### src/rtl/muldiv_unit.sv
`default_nettype none
// ============================================================================
// Module      : muldiv_unit
// Description : Iterative signed 32x32 multiply / 32/32 divide responder for
//               the multicycle MIPS datapath. A radix-2 engine performs one
//               shift-add (multiply) or one restoring-divide step per cycle
//               on operand magnitudes. Signs are applied when the result is
//               loaded into HI/LO, and HI/LO then hold until the next result.
// Ports       : clk        - system clock, rising edge
//               reset      - asynchronous reset, active low
//               mult_start - start signed multiply a*b (sampled in IDLE)
//               div_start  - start signed divide a/b (sampled in IDLE)
//               a, b       - 32-bit operands, needed only at the start edge
//               hi, lo     - product[63:32]/[31:0] or remainder/quotient
//               ready      - one-cycle completion pulse
//               div_zero   - one-cycle pulse with ready on divide by zero
//               busy       - high whenever the FSM is not idle
// Options     : MULDIV_EARLY_OUT_EN - multiply ends as soon as the remaining
//               multiplier bits are all zero (results unchanged)
// Revision    : 1.0 - initial release
// ============================================================================
module muldiv_unit (
  input  logic        clk,
  input  logic        reset,
  input  logic        mult_start,
  input  logic        div_start,
  input  logic [31:0] a,
  input  logic [31:0] b,
  output logic [31:0] hi,
  output logic [31:0] lo,
  output logic        ready,
  output logic        div_zero,
  output logic        busy
);

  typedef enum logic [1:0] {
    S_IDLE = 2'd0,
    S_MUL  = 2'd1,
    S_DIV  = 2'd2,
    S_DONE = 2'd3
  } state_t;

  state_t      state_q, state_d;
  logic [5:0]  count_q, count_d;
  logic [63:0] mcand_q, mcand_d;
  logic [63:0] acc_q, acc_d;
  logic [31:0] mplier_q, mplier_d;
  logic [31:0] rem_q, rem_d;
  logic [31:0] quot_q, quot_d;
  logic [31:0] divisor_q, divisor_d;
  logic        op_mul_q, op_mul_d;
  logic        neg_q, neg_d;          // product / quotient sign
  logic        neg_rem_q, neg_rem_d;  // remainder follows the dividend
  logic        dz_q, dz_d;
  logic [31:0] hi_q, hi_d;
  logic [31:0] lo_q, lo_d;
  logic        ready_q, ready_d;
  logic        div_zero_q, div_zero_d;

  logic [31:0] a_mag, b_mag;
  logic [32:0] rem_shift, rem_diff;
  logic [63:0] prod_signed;
  logic [31:0] quot_signed, rem_signed;

  // Magnitudes and sign application. |0x80000000| stays 0x80000000 and is
  // treated as unsigned from here on.
  always_comb begin
    a_mag       = a[31] ? (~a + 32'd1) : a;
    b_mag       = b[31] ? (~b + 32'd1) : b;
    // The partial remainder is always below the divisor (<= 2^31), so its
    // stored form fits 32 bits; the shifted trial value needs the 33rd bit.
    rem_shift   = {rem_q, quot_q[31]};
    rem_diff    = rem_shift - {1'b0, divisor_q};
    prod_signed = neg_q ? (~acc_q + 64'd1) : acc_q;
    quot_signed = neg_q ? (~quot_q + 32'd1) : quot_q;
    rem_signed  = neg_rem_q ? (~rem_q + 32'd1) : rem_q;
  end

  always_comb begin
    state_d    = state_q;
    count_d    = count_q;
    mcand_d    = mcand_q;
    acc_d      = acc_q;
    mplier_d   = mplier_q;
    rem_d      = rem_q;
    quot_d     = quot_q;
    divisor_d  = divisor_q;
    op_mul_d   = op_mul_q;
    neg_d      = neg_q;
    neg_rem_d  = neg_rem_q;
    dz_d       = dz_q;
    hi_d       = hi_q;
    lo_d       = lo_q;
    ready_d    = 1'b0;
    div_zero_d = 1'b0;

    case (state_q)
      S_IDLE: begin
        if (mult_start || div_start) begin
          op_mul_d  = mult_start;  // multiply wins a tie
          neg_d     = a[31] ^ b[31];
          neg_rem_d = a[31];
          count_d   = 6'd0;
          mcand_d   = {32'd0, a_mag};
          mplier_d  = b_mag;
          acc_d     = 64'd0;
          rem_d     = 32'd0;
          quot_d    = a_mag;       // dividend shifts out of the quotient reg
          divisor_d = b_mag;
          dz_d      = 1'b0;
          if (mult_start) begin
            state_d = S_MUL;
`ifdef MULDIV_EARLY_OUT_EN
            if (b_mag == 32'd0) state_d = S_DONE;
`endif
          end else if (b == 32'd0) begin
            dz_d    = 1'b1;
            state_d = S_DONE;
          end else begin
            state_d = S_DIV;
          end
        end
      end

      S_MUL: begin
        if (mplier_q[0]) acc_d = acc_q + mcand_q;
        mcand_d  = mcand_q << 1;
        mplier_d = mplier_q >> 1;
        count_d  = count_q + 6'd1;
        if (count_q == 6'd31) state_d = S_DONE;
`ifdef MULDIV_EARLY_OUT_EN
        // Remaining multiplier bits all zero: nothing more to accumulate.
        if (mplier_q[31:1] == 31'd0) state_d = S_DONE;
`endif
      end

      S_DIV: begin
        if (!rem_diff[32]) begin
          rem_d  = rem_diff[31:0];
          quot_d = {quot_q[30:0], 1'b1};
        end else begin
          rem_d  = rem_shift[31:0];
          quot_d = {quot_q[30:0], 1'b0};
        end
        count_d = count_q + 6'd1;
        if (count_q == 6'd31) state_d = S_DONE;
      end

      default: begin  // S_DONE
        ready_d = 1'b1;
        state_d = S_IDLE;
        if (dz_q) begin
          div_zero_d = 1'b1;  // HI/LO deliberately left untouched
        end else if (op_mul_q) begin
          hi_d = prod_signed[63:32];
          lo_d = prod_signed[31:0];
        end else begin
          hi_d = rem_signed;
          lo_d = quot_signed;
        end
      end
    endcase
  end

  always_ff @(posedge clk or negedge reset) begin
    if (!reset) begin
      state_q    <= S_IDLE;
      count_q    <= 6'd0;
      mcand_q    <= 64'd0;
      acc_q      <= 64'd0;
      mplier_q   <= 32'd0;
      rem_q      <= 32'd0;
      quot_q     <= 32'd0;
      divisor_q  <= 32'd0;
      op_mul_q   <= 1'b0;
      neg_q      <= 1'b0;
      neg_rem_q  <= 1'b0;
      dz_q       <= 1'b0;
      hi_q       <= 32'd0;
      lo_q       <= 32'd0;
      ready_q    <= 1'b0;
      div_zero_q <= 1'b0;
    end else begin
      state_q    <= state_d;
      count_q    <= count_d;
      mcand_q    <= mcand_d;
      acc_q      <= acc_d;
      mplier_q   <= mplier_d;
      rem_q      <= rem_d;
      quot_q     <= quot_d;
      divisor_q  <= divisor_d;
      op_mul_q   <= op_mul_d;
      neg_q      <= neg_d;
      neg_rem_q  <= neg_rem_d;
      dz_q       <= dz_d;
      hi_q       <= hi_d;
      lo_q       <= lo_d;
      ready_q    <= ready_d;
      div_zero_q <= div_zero_d;
    end
  end

  assign hi       = hi_q;
  assign lo       = lo_q;
  assign ready    = ready_q;
  assign div_zero = div_zero_q;
  assign busy     = (state_q != S_IDLE);

endmodule
`default_nettype wire
### config.mk
export PLATFORM = sky130hd
export DESIGN_NAME = muldiv_unit
export DESIGN_NICKNAME = d
export VERILOG_FILES = /design/src/rtl/muldiv_unit.sv
export SDC_FILE = /design/constraint.sdc
export NUM_CORES = 1
export LEC_CHECK = 0
export ABC_AREA = 1
export CAP_MARGIN = 20
export CORE_ASPECT_RATIO = 0.7
export CORE_MARGIN = 4
export CORE_UTILIZATION = 48
export DETAILED_ROUTE_END_ITERATION = 8
export GPL_TIMING_DRIVEN = 0
export PLACE_DENSITY = 0.65
export SLEW_MARGIN = 30
export SYNTH_ARGS = -nofsm -noshare
export SYNTH_HDL_FRONTEND = slang
export SYNTH_SLANG_ARGS = --single-unit
### constraint.sdc
create_clock -name clk -period 2.7 [get_ports clk]
set_input_delay 0.81 -clock clk [delete_from_list [all_inputs] [get_ports clk]]
set_output_delay 0.81 -clock clk [all_outputs]
set_load 0.02 [all_outputs]
==> tab_implementation.tex, run 1 <==
\begin{tabular}{lr}
\hline
Metric & Value \\
\hline
\multicolumn{2}{l}{\textbf{Logic synthesis}} \\
\quad Cell Area, Synth & 28200 um2 \\
\quad Most used DFF post-synth & sky130\_fd\_sc\_hd\_\_dfrtp\_1 \\
\quad XOR/XNOR Fraction of Synth Area & 1.92\% \\
\quad Unique cell type count in the Yosys netlist & 45 \\
\quad Area share of and/or/nand/nor cells after synthesis & 39.4\% \\
\quad Number of instances in the synthesized netlist & 4742 \\
\quad Main combinational cell family by area after synthesis & simple AND/OR/NAND/NOR gates \\
\quad Async set-reset flop share out of synthesis & 100\% \\
\quad Synthesized area per cell & 5.96 um2 \\
\quad Share of synthesized area occupied by flip-flops and latches & 29.6\% \\
\quad Portion of netlist area occupied by mux cells & 0\% \\
\quad Fraction of the mapped netlist area in adder cells & 4.79\% \\
\quad Compound-Gate Fraction of Synth Area & 12.9\% \\
\quad Total number of yosys warnings & 0 \\
\quad Net count after synthesis & 4917 \\
\quad Number of enable-type register cells in the synthesized netlist & 0 \\
\quad Number of storage elements in the synthesis netlist & 334 \\
\multicolumn{2}{l}{\textbf{GRT}} \\
\quad Via count of the first global-routing pass & 28500 \\
\quad Global-route wire length before repair & 180000 um \\
\quad Overall overflow remaining after global route & 0 \\
\quad Maximum number of pins on one net before global-route repair & 82 \\
\quad All-layer global routing usage & 38.0\% \\
\quad Antenna violations before repair & 1 \\
\multicolumn{2}{l}{\textbf{STA}} \\
\quad Fmax & 370 MHz \\
\quad Transition time at the pin with the least slew margin & 1.10 ns \\
\quad Final setup viols & 1 \\
\quad Part of the cycle the worst path needs & 100\% \\
\quad Max-slew violations & 0 \\
\quad Smallest hold slack & 0.131 ns \\
\quad Hold violation count in the final report & 0 \\
\quad Final worst-path setup slack & -0.00271 ns \\
\quad Max\_slew headroom & 26.5\% \\
\quad Skew final & 0.0297 ns \\
\quad Final critical-path required period & 2.70 ns \\
\multicolumn{2}{l}{\textbf{Pwr}} \\
\quad Pwr dens & 1390 nW/um2 \\
\quad P\_sw & 25.9 mW \\
\quad Relative contribution of sequential cells to total power & 20.6\% \\
\quad Clock network power share & 12.0\% \\
\quad Cell Int Power & 18.8 mW \\
\quad VDD IR max & 844 uV \\
\quad Net Sw Frac & 57.9\% \\
\quad Leakage Power & 17.2 nW \\
\quad Gate power share & 67.3\% \\
\multicolumn{2}{l}{\textbf{Floorplan}} \\
\quad I/O pin cnt & 135 \\
\quad Die Wd & 298 um \\
\quad Initial core utilization & 48.5\% \\
\quad Vertical extent of the die & 211 um \\
\quad Die area & 62800 um2 \\
\quad Site row count & 74 \\
\quad Area of the core region & 58200 um2 \\
\multicolumn{2}{l}{\textbf{Status}} \\
\quad Outcome & complete, but fails checks \\
\quad Failing checks & negative setup slack \\
\multicolumn{2}{l}{\textbf{Clock network}} \\
\quad Clock H-tree levels & 2 \\
\quad TritonCTS clock tree & built \\
\quad Buffer cell driving the clock tree root & sky130\_fd\_sc\_hd\_\_clkbuf\_16 \\
\quad Clock-pin slew on the worst setup and hold paths & 0.08 ns \\
\quad Number of clock sinks & 334 \\
\quad Latest clock arrival within the worst-skew pair & 0.59 ns \\
\quad Maximum clock insertion buffer count & 3 \\
\quad Number of buffers created by CTS & 38 \\
\multicolumn{2}{l}{\textbf{Setup path}} \\
\quad Count of cells along the worst register-to-register path & 7 \\
\quad Nature of the critical path startpoint & flip-flop \\
\quad Arrival time of data at the critical path endpoint & 3.13 ns \\
\quad Reg2reg setup slack & -0.003 ns \\
\quad Max Fanout on Critical Path & 10 \\
\quad Startpoint of the worst register-to-register path & state\_q[0] \\
\quad Endpoint type of the worst setup path & flip-flop \\
\quad Terminus of the critical flop-to-flop path & lo[6] \\
\quad Worst setup startpoint & state\_q[0] \\
\quad Worst Path Required & 3.12 ns \\
\quad Last element of the critical path & lo[6] \\
\quad Crit Path Category & reg -> reg \\
\multicolumn{2}{l}{\textbf{Placement}} \\
\quad HPWL reported at the end of detailed placement & 100000 um \\
\quad Routability Congestion & 1.04 \\
\quad Number of port buffers & 133 \\
\quad Dpl cell area & 30600 um2 \\
\multicolumn{2}{l}{\textbf{Detailed routing}} \\
\quad Number of vias per cell & 5.64 \\
\quad Total detailed-routing wirelength & 123000 um \\
\quad Number of nets still failing antenna checks after routing & 0 \\
\quad DRT iter0 DRCs & 4236 \\
\quad Routed wirelength normalized by instance count & 21.5 um \\
\quad Post-route DRC & 0 \\
\quad Count of vias placed by the detailed router & 32300 \\
\quad Number of search-and-repair iterations in the first detailed-routing pass & 9 \\
\multicolumn{2}{l}{\textbf{Final layout}} \\
\quad Fraction of layout cells with a size suffix above 1 & 4.58\% \\
\quad Post-route cell area & 32100 um2 \\
\quad Antenna cell count & 0 \\
\quad Fin nets & 5104 \\
\quad Post-synthesis to final-layout area growth & 13.7\% \\
\multicolumn{2}{l}{\textbf{Min path}} \\
\quad Hold WC Path Type & in -> async \\
\multicolumn{2}{l}{\textbf{Run}} \\
\quad MaxCap Viol Count & 0 \\
\hline
\end{tabular}
==> synthesized netlist by cell type, types with 35 or more instances <==
| master | n | area share, % |
|---|---|---|
| sky130_fd_sc_hd__a21oi_1 | 262 | 4.6 |
| sky130_fd_sc_hd__buf_2 | 36 | 0.64 |
| sky130_fd_sc_hd__clkbuf_1 | 78 | 1.0 |
| sky130_fd_sc_hd__dfrtp_1 | 334 | 30 |
| sky130_fd_sc_hd__ha_1 | 105 | 4.7 |
| sky130_fd_sc_hd__inv_1 | 685 | 9.1 |
| sky130_fd_sc_hd__nand2_1 | 1663 | 22 |
| sky130_fd_sc_hd__nand3_1 | 313 | 5.5 |
| sky130_fd_sc_hd__nand3b_1 | 35 | 0.93 |
| sky130_fd_sc_hd__nand4_1 | 52 | 1.2 |
| sky130_fd_sc_hd__nor2_1 | 554 | 7.4 |
| sky130_fd_sc_hd__o21ai_0 | 300 | 5.3 |
| sky130_fd_sc_hd__xor2_1 | 42 | 1.3 |
==> metrics by stage <==
| stage | utilization [%] | TNS, ns | worst slack [ns] | total power, mW | std cells |
|---|---|---|---|---|---|
| CTS | 54.8 | 0 | 0.00250 | 43.0 | 5707 |
| finish | 55.1 | -0.00271 | -0.00271 | 44.8 | 5718 |
| global route | 55.1 | -0.0172 | -0.00907 | 47.7 | 5718 |
| global placement | 52.4 | -5015.72 | -14.66 | 37.2 | 5635 |
| floorplan | - | 0 | 0.531 | 26.8 | 4742 |
| detailed placement | 52.6 | -163.29 | -1.04 | 37.4 | 5639 |
==> how the worst min path moves through the flow <==
stage,slack (ns),to,cells past startpoint
2_1_floorplan,0.44,div_zero,2
3_3_place_gp,0.46,mplier_q[28],2
3_5_place_dp,0.47,mplier_q[25],2
4_1_cts,0.12,acc_q[48],1
5_1_grt,0.15,acc_q[48],1
6_report,0.13,acc_q[48],1
==> state kept, by name, indices dropped and copies added, names as in the netlist <==
signal	flops
neg_q	1
divisor_q	32
dz_q	1
mcand_q	64
quot_q	32
mplier_q	32
hi	32
neg_rem_q	1
count_q	6
state_q	2
lo	32
op_mul_q	1
acc_q	64
ready	1
div_zero	1
rem_q	32
==> kinds of logic after synthesis <==
group / after synthesis
compound gates: 686
xor+xnor: 62
fa+ha+maj: 107
buf+inv: 831
flops: 334
simple gates: 2722
==> power by group through the flow <==
stage | clock network (mW) | registers [mW] | logic, mW
2_1_floorplan | 0 | 8.78 | 18.0
3_3_place_gp | 0 | 9.24 | 28.0
3_5_place_dp | 0 | 9.23 | 28.2
4_1_cts | 5.42 | 9.16 | 28.5
5_1_grt | 5.63 | 9.36 | 32.7
6_report | 5.39 | 9.24 | 30.1
==> timing repair <==
item	4_1_cts	5_1_grt
gates cloned	0	1
hold buffers	0	0
pin swaps	0	5
setup buffers	0	10
setup endpoints to repair	182	150
gates resized for setup	17	47
==> cell usage in the layout (no fill, tap or decap), types with 10 or more instances in the layout <==
cell,n
sky130_fd_sc_hd__a21oi_1,260
sky130_fd_sc_hd__a31oi_1,28
sky130_fd_sc_hd__buf_1,11
sky130_fd_sc_hd__buf_2,28
sky130_fd_sc_hd__buf_4,18
sky130_fd_sc_hd__clkbuf_1,76
sky130_fd_sc_hd__clkbuf_16,39
sky130_fd_sc_hd__clkdlybuf4s50_1,131
sky130_fd_sc_hd__dfrtp_1,331
sky130_fd_sc_hd__ha_1,100
sky130_fd_sc_hd__inv_1,683
sky130_fd_sc_hd__inv_2,10
sky130_fd_sc_hd__nand2_1,1654
sky130_fd_sc_hd__nand2_2,21
sky130_fd_sc_hd__nand3_1,312
sky130_fd_sc_hd__nand3b_1,35
sky130_fd_sc_hd__nand4_1,52
sky130_fd_sc_hd__nor2_1,548
sky130_fd_sc_hd__nor2_2,22
sky130_fd_sc_hd__nor3_1,33
sky130_fd_sc_hd__o211ai_1,19
sky130_fd_sc_hd__o21ai_0,296
sky130_fd_sc_hd__o21ai_1,19
sky130_fd_sc_hd__o22ai_1,19
sky130_fd_sc_hd__o31ai_1,19
sky130_fd_sc_hd__or2_2,15
sky130_fd_sc_hd__xnor2_1,20
sky130_fd_sc_hd__xor2_1,42
==> layout make-up <==
class / count / area (um2)
Clock inverter: 19 / 188
Tap cell: 760 / 951
Multi-Input combinational cell: 3577 / 16800
Sequential cell: 334 / 8360
Fill cell: 6106 / 26100
Timing Repair Buffer: 148 / 1540
Buffer: 133 / 638
Inverter: 697 / 2620
Clock buffer: 50 / 1050
==> layer usage <==
metal | routed length (um) | track usage [%]
met5 | 0 | 0
met4 | 2680 | 7.91
met3 | 17500 | 13.6
met2 | 44700 | 48.6
met1 | 58000 | 60.0
==> critical path, stage by stage (launching register included) <==
cell	delay (ns)
sky130_fd_sc_hd__dfrtp_1	0.40
sky130_fd_sc_hd__ha_1	0.29
sky130_fd_sc_hd__nand2_2	0.37
sky130_fd_sc_hd__inv_2	0.14
sky130_fd_sc_hd__clkbuf_2	0.30
sky130_fd_sc_hd__clkbuf_2	0.35
sky130_fd_sc_hd__o21ai_1	0.55
sky130_fd_sc_hd__nand2_1	0.12
Power figures use the tool's default switching activity.
==> run 2: changes to the inputs <==
--- a/config.mk
+++ b/config.mk
@@ -13,6 +13,7 @@
 export DETAILED_ROUTE_END_ITERATION = 8
 export GPL_TIMING_DRIVEN = 0
 export PLACE_DENSITY = 0.65
+export SKIP_LAST_GASP = 1
 export SLEW_MARGIN = 30
 export SYNTH_ARGS = -nofsm -noshare
 export SYNTH_HDL_FRONTEND = slang
==> run 2 against run 1 <==
Power about the same; register-to-register slack better by 0.05 ns; clock-buffer cell count is the same; die area stayed put; cell count did not move; clock power is essentially flat; the flow now finishes without violations; utilization is essentially flat; critical path type unchanged; flip-flop and latch count unchanged; worst hold slack worse by 0.0091 ns; first-iteration DRC count increased by 0.52%.
==> tab_implementation.tex, run 2 (synthesis gave the netlist of run 1 again) <==
\begin{tabular}{lr}
\hline
Metric & Value \\
\hline
\multicolumn{2}{l}{\textbf{Setup path}} \\
\quad Nature of the critical path startpoint & flip-flop (unchanged) \\
\quad Endpoint type of the worst setup path & flip-flop (unchanged) \\
\quad Crit path cell chain & buf\_2, clkinv\_1, buf\_2, nor2\_1, a21oi\_1, o21ai\_1, nand2\_1 (was ha\_1, nand2\_2, inv\_2, clkbuf\_2, clkbuf\_2, o21ai\_1, nand2\_1) \\
\quad Cell at the slowest stage of the critical path & sky130\_fd\_sc\_hd\_\_o21ai\_1 (unchanged) \\
\quad CP max stage delay & 0.66 ns (was 0.55 ns) \\
\quad Crit Path Category & reg -> reg (unchanged) \\
\quad Worst path most repeated cell & sky130\_fd\_sc\_hd\_\_buf\_2 (was sky130\_fd\_sc\_hd\_\_clkbuf\_2) \\
\quad Arrival time of data at the critical path endpoint & 3.08 ns (was 3.13 ns) \\
\quad Max Fanout on Critical Path & 10 (unchanged) \\
\quad Worst Path Required & 3.13 ns (was 3.12 ns) \\
\multicolumn{2}{l}{\textbf{Placement}} \\
\quad Routability Congestion & 1.04 (unchanged) \\
\quad Dpl cell area & 30600 um2 (unchanged) \\
\quad Number of port buffers & 133 (unchanged) \\
\quad HPWL reported at the end of detailed placement & 100000 um (unchanged) \\
\quad Post-Place Setup Slack & -1.04 ns (unchanged) \\
\multicolumn{2}{l}{\textbf{STA}} \\
\quad Final worst-path setup slack & 0.0429 ns (was -0.00271 ns) \\
\quad Skew final & 0.0341 ns (was 0.0297 ns) \\
\quad RSZ-0062 raised after global routing & true \\
\quad Hold violation count in the final report & 0 (unchanged) \\
\quad Final critical-path required period & 2.66 ns (was 2.70 ns) \\
\quad Fmax & 376 MHz (was 370 MHz) \\
\quad Max\_slew headroom & 26.2\% (was 26.5\%) \\
\quad Max-slew violations & 0 (unchanged) \\
\quad Part of the cycle the worst path needs & 98.4\% (was 100\%) \\
\quad Final setup viols & 0 (was 1) \\
\quad Transition time at the pin with the least slew margin & 1.11 ns (was 1.10 ns) \\
\multicolumn{2}{l}{\textbf{Final layout}} \\
\quad Commonest non-fill, non-tap cell in the layout & sky130\_fd\_sc\_hd\_\_nand2\_1 (unchanged) \\
\quad Final-layout fill cell count & 6107 (was 6106) \\
\quad Fraction of layout cells with a size suffix above 1 & 4.58\% (unchanged) \\
\quad Antenna cell count & 0 (unchanged) \\
\quad Post-route cell area & 32100 um2 (about the same) \\
\quad Registers with the most flip-flops & acc\_q (64), mcand\_q (64) (unchanged) \\
\quad Most frequent cells in the layout & sky130\_fd\_sc\_hd\_\_nand2\_1, sky130\_fd\_sc\_hd\_\_inv\_1, sky130\_fd\_sc\_hd\_\_nor2\_1 (unchanged) \\
\quad Post-synthesis to final-layout area growth & 13.7\% (about the same) \\
\quad Fin nets & 5104 (unchanged) \\
\multicolumn{2}{l}{\textbf{Detailed routing}} \\
\quad Post-route DRC & 0 (unchanged) \\
\quad Number of search-and-repair iterations in the first detailed-routing pass & 6 (was 9) \\
\quad Routed wirelength normalized by instance count & 21.5 um (about the same) \\
\quad Number of vias per cell & 5.66 (was 5.64) \\
\quad Count of vias placed by the detailed router & 32400 (was 32300) \\
\quad Total detailed-routing wirelength & 123000 um (about the same) \\
\quad DRT iter0 DRCs & 4258 (was 4236) \\
\quad Number of nets still failing antenna checks after routing & 0 (unchanged) \\
\multicolumn{2}{l}{\textbf{Pwr}} \\
\quad Net Sw Frac & 58.0\% (was 57.9\%) \\
\quad Gate power share & 67.3\% (about the same) \\
\quad Cell Int Power & 18.8 mW (about the same) \\
\quad Leakage Power & 17.2 nW (about the same) \\
\quad P\_sw & 25.9 mW (about the same) \\
\quad Clock network power share & 12.1\% (was 12.0\%) \\
\quad Relative contribution of sequential cells to total power & 20.6\% (about the same) \\
\quad VDD IR max & 843 uV (was 844 uV) \\
\quad Pwr dens & 1390 nW/um2 (about the same) \\
\multicolumn{2}{l}{\textbf{Clock network}} \\
\quad Number of buffers added to fix hold violations after cts & 0 (unchanged) \\
\quad Clock-pin slew on the worst setup and hold paths & 0.08 ns (about the same) \\
\quad Clock H-tree levels & 2 (unchanged) \\
\quad Maximum clock insertion buffer count & 3 (unchanged) \\
\quad Buffer cell driving the clock tree root & sky130\_fd\_sc\_hd\_\_clkbuf\_16 (unchanged) \\
\quad Number of buffers created by CTS & 38 (unchanged) \\
\quad TritonCTS clock tree & built (unchanged) \\
\quad Number of clock sinks & 334 (unchanged) \\
\quad Latest clock arrival within the worst-skew pair & 0.60 ns (was 0.59 ns) \\
\multicolumn{2}{l}{\textbf{GRT}} \\
\quad All-layer global routing usage & 38.0\% (unchanged) \\
\quad Antenna violations before repair & 1 (unchanged) \\
\quad Via count of the first global-routing pass & 28500 (unchanged) \\
\quad Overall overflow remaining after global route & 0 (unchanged) \\
\quad Global-route wire length before repair & 180000 um (unchanged) \\
\quad Maximum number of pins on one net before global-route repair & 82 (unchanged) \\
\multicolumn{2}{l}{\textbf{Floorplan}} \\
\quad Die Wd & 298 um (unchanged) \\
\quad I/O pin cnt & 135 (unchanged) \\
\quad Vertical extent of the die & 211 um (unchanged) \\
\quad Site row count & 74 (unchanged) \\
\quad Area of the core region & 58200 um2 (unchanged) \\
\quad Die area & 62800 um2 (unchanged) \\
\quad Initial core utilization & 48.5\% (unchanged) \\
\multicolumn{2}{l}{\textbf{Run}} \\
\quad MaxCap Viol Count & 0 (unchanged) \\
\multicolumn{2}{l}{\textbf{Status}} \\
\quad Outcome & complete, no violations (was complete, but fails checks) \\
\multicolumn{2}{l}{\textbf{Min path}} \\
\quad Hold WC Path Type & in -> async (unchanged) \\
\hline
\end{tabular}
==> run 2: final timing paths <==
path | cells after the start | endpoint | start | slack [ns]
worst max-delay path | 7 | lo[6] | neg_q | 0.04
worst min-delay path | 1 | acc_q[48] | reset | 0.12
worst max register to register | 7 | lo[6] | neg_q | 0.04
worst min register to register | 2 | mplier_q[16] | mplier_q[16] | 0.48
max in group asynchronous | 4 | mcand_q[0] | reset | 1.07
min in group clk | 2 | mplier_q[16] | mplier_q[16] | 0.48
==> run 2: layer usage <==
metal | up-vias | wire, um | track usage (%)
li1 | 15400 | - | -
met1 | 15000 | 57700 | 60.0
met2 | 1818 | 44700 | 48.6
met3 | 148 | 17900 | 13.6
met4 | 2 | 2670 | 7.91
met5 | - | 25 | 0
==> run 2: timing repair <==
item | 4_1_cts | 5_1_grt
buffers inserted | 0 | 10
gates resized for setup | 17 | 46
pin swaps | 0 | 5
setup endpoints to repair | 182 | 150
gates cloned | 0 | 1
==> run 2: worst max-delay path, delay by kind of cell, from the launching register on <==
family	cells	cell delay, ns
and+or+nand+nor	2	0.30
DFF	1	0.32
buffers and inverters	3	1.13
AOI/OAI and AO/OA	2	0.75
==> run 2: final cells by class <==
type / instances / area (um2) / area share (%)
Multi-Input combinational cell: 3577 / 16800 / 52.2
Tap cell: 760 / 951 / 2.96
Clock inverter: 19 / 188 / 0.584
Sequential cell: 334 / 8360 / 26.0
Clock buffer: 50 / 1050 / 3.26
Inverter: 697 / 2620 / 8.15
Timing Repair Buffer: 148 / 1540 / 4.80
Buffer: 133 / 638 / 1.99
==> run 2: power by group through the flow <==
stage	logic, mW	clock network [mW]	registers, mW
global placement	28.0	0	9.24
floorplan	18.0	0	8.78
global route	32.7	5.63	9.35
CTS	28.5	5.42	9.16
detailed placement	28.2	0	9.23
finish	30.1	5.40	9.24
==> run 2: per-stage QoR <==
step	std cells	hold slack [ns]	TNS [ns]	power [mW]	util (%)
after floorplan	4742	0.436	0	26.8	-
after global placement	5635	0.459	-5015.72	37.2	52.4
after detailed placement	5639	0.467	-163.29	37.4	52.6
after CTS	5707	0.124	0	43.0	54.8
after global routing	5718	0.153	-0.0545	47.7	55.1
final	5718	0.122	0	44.8	55.1
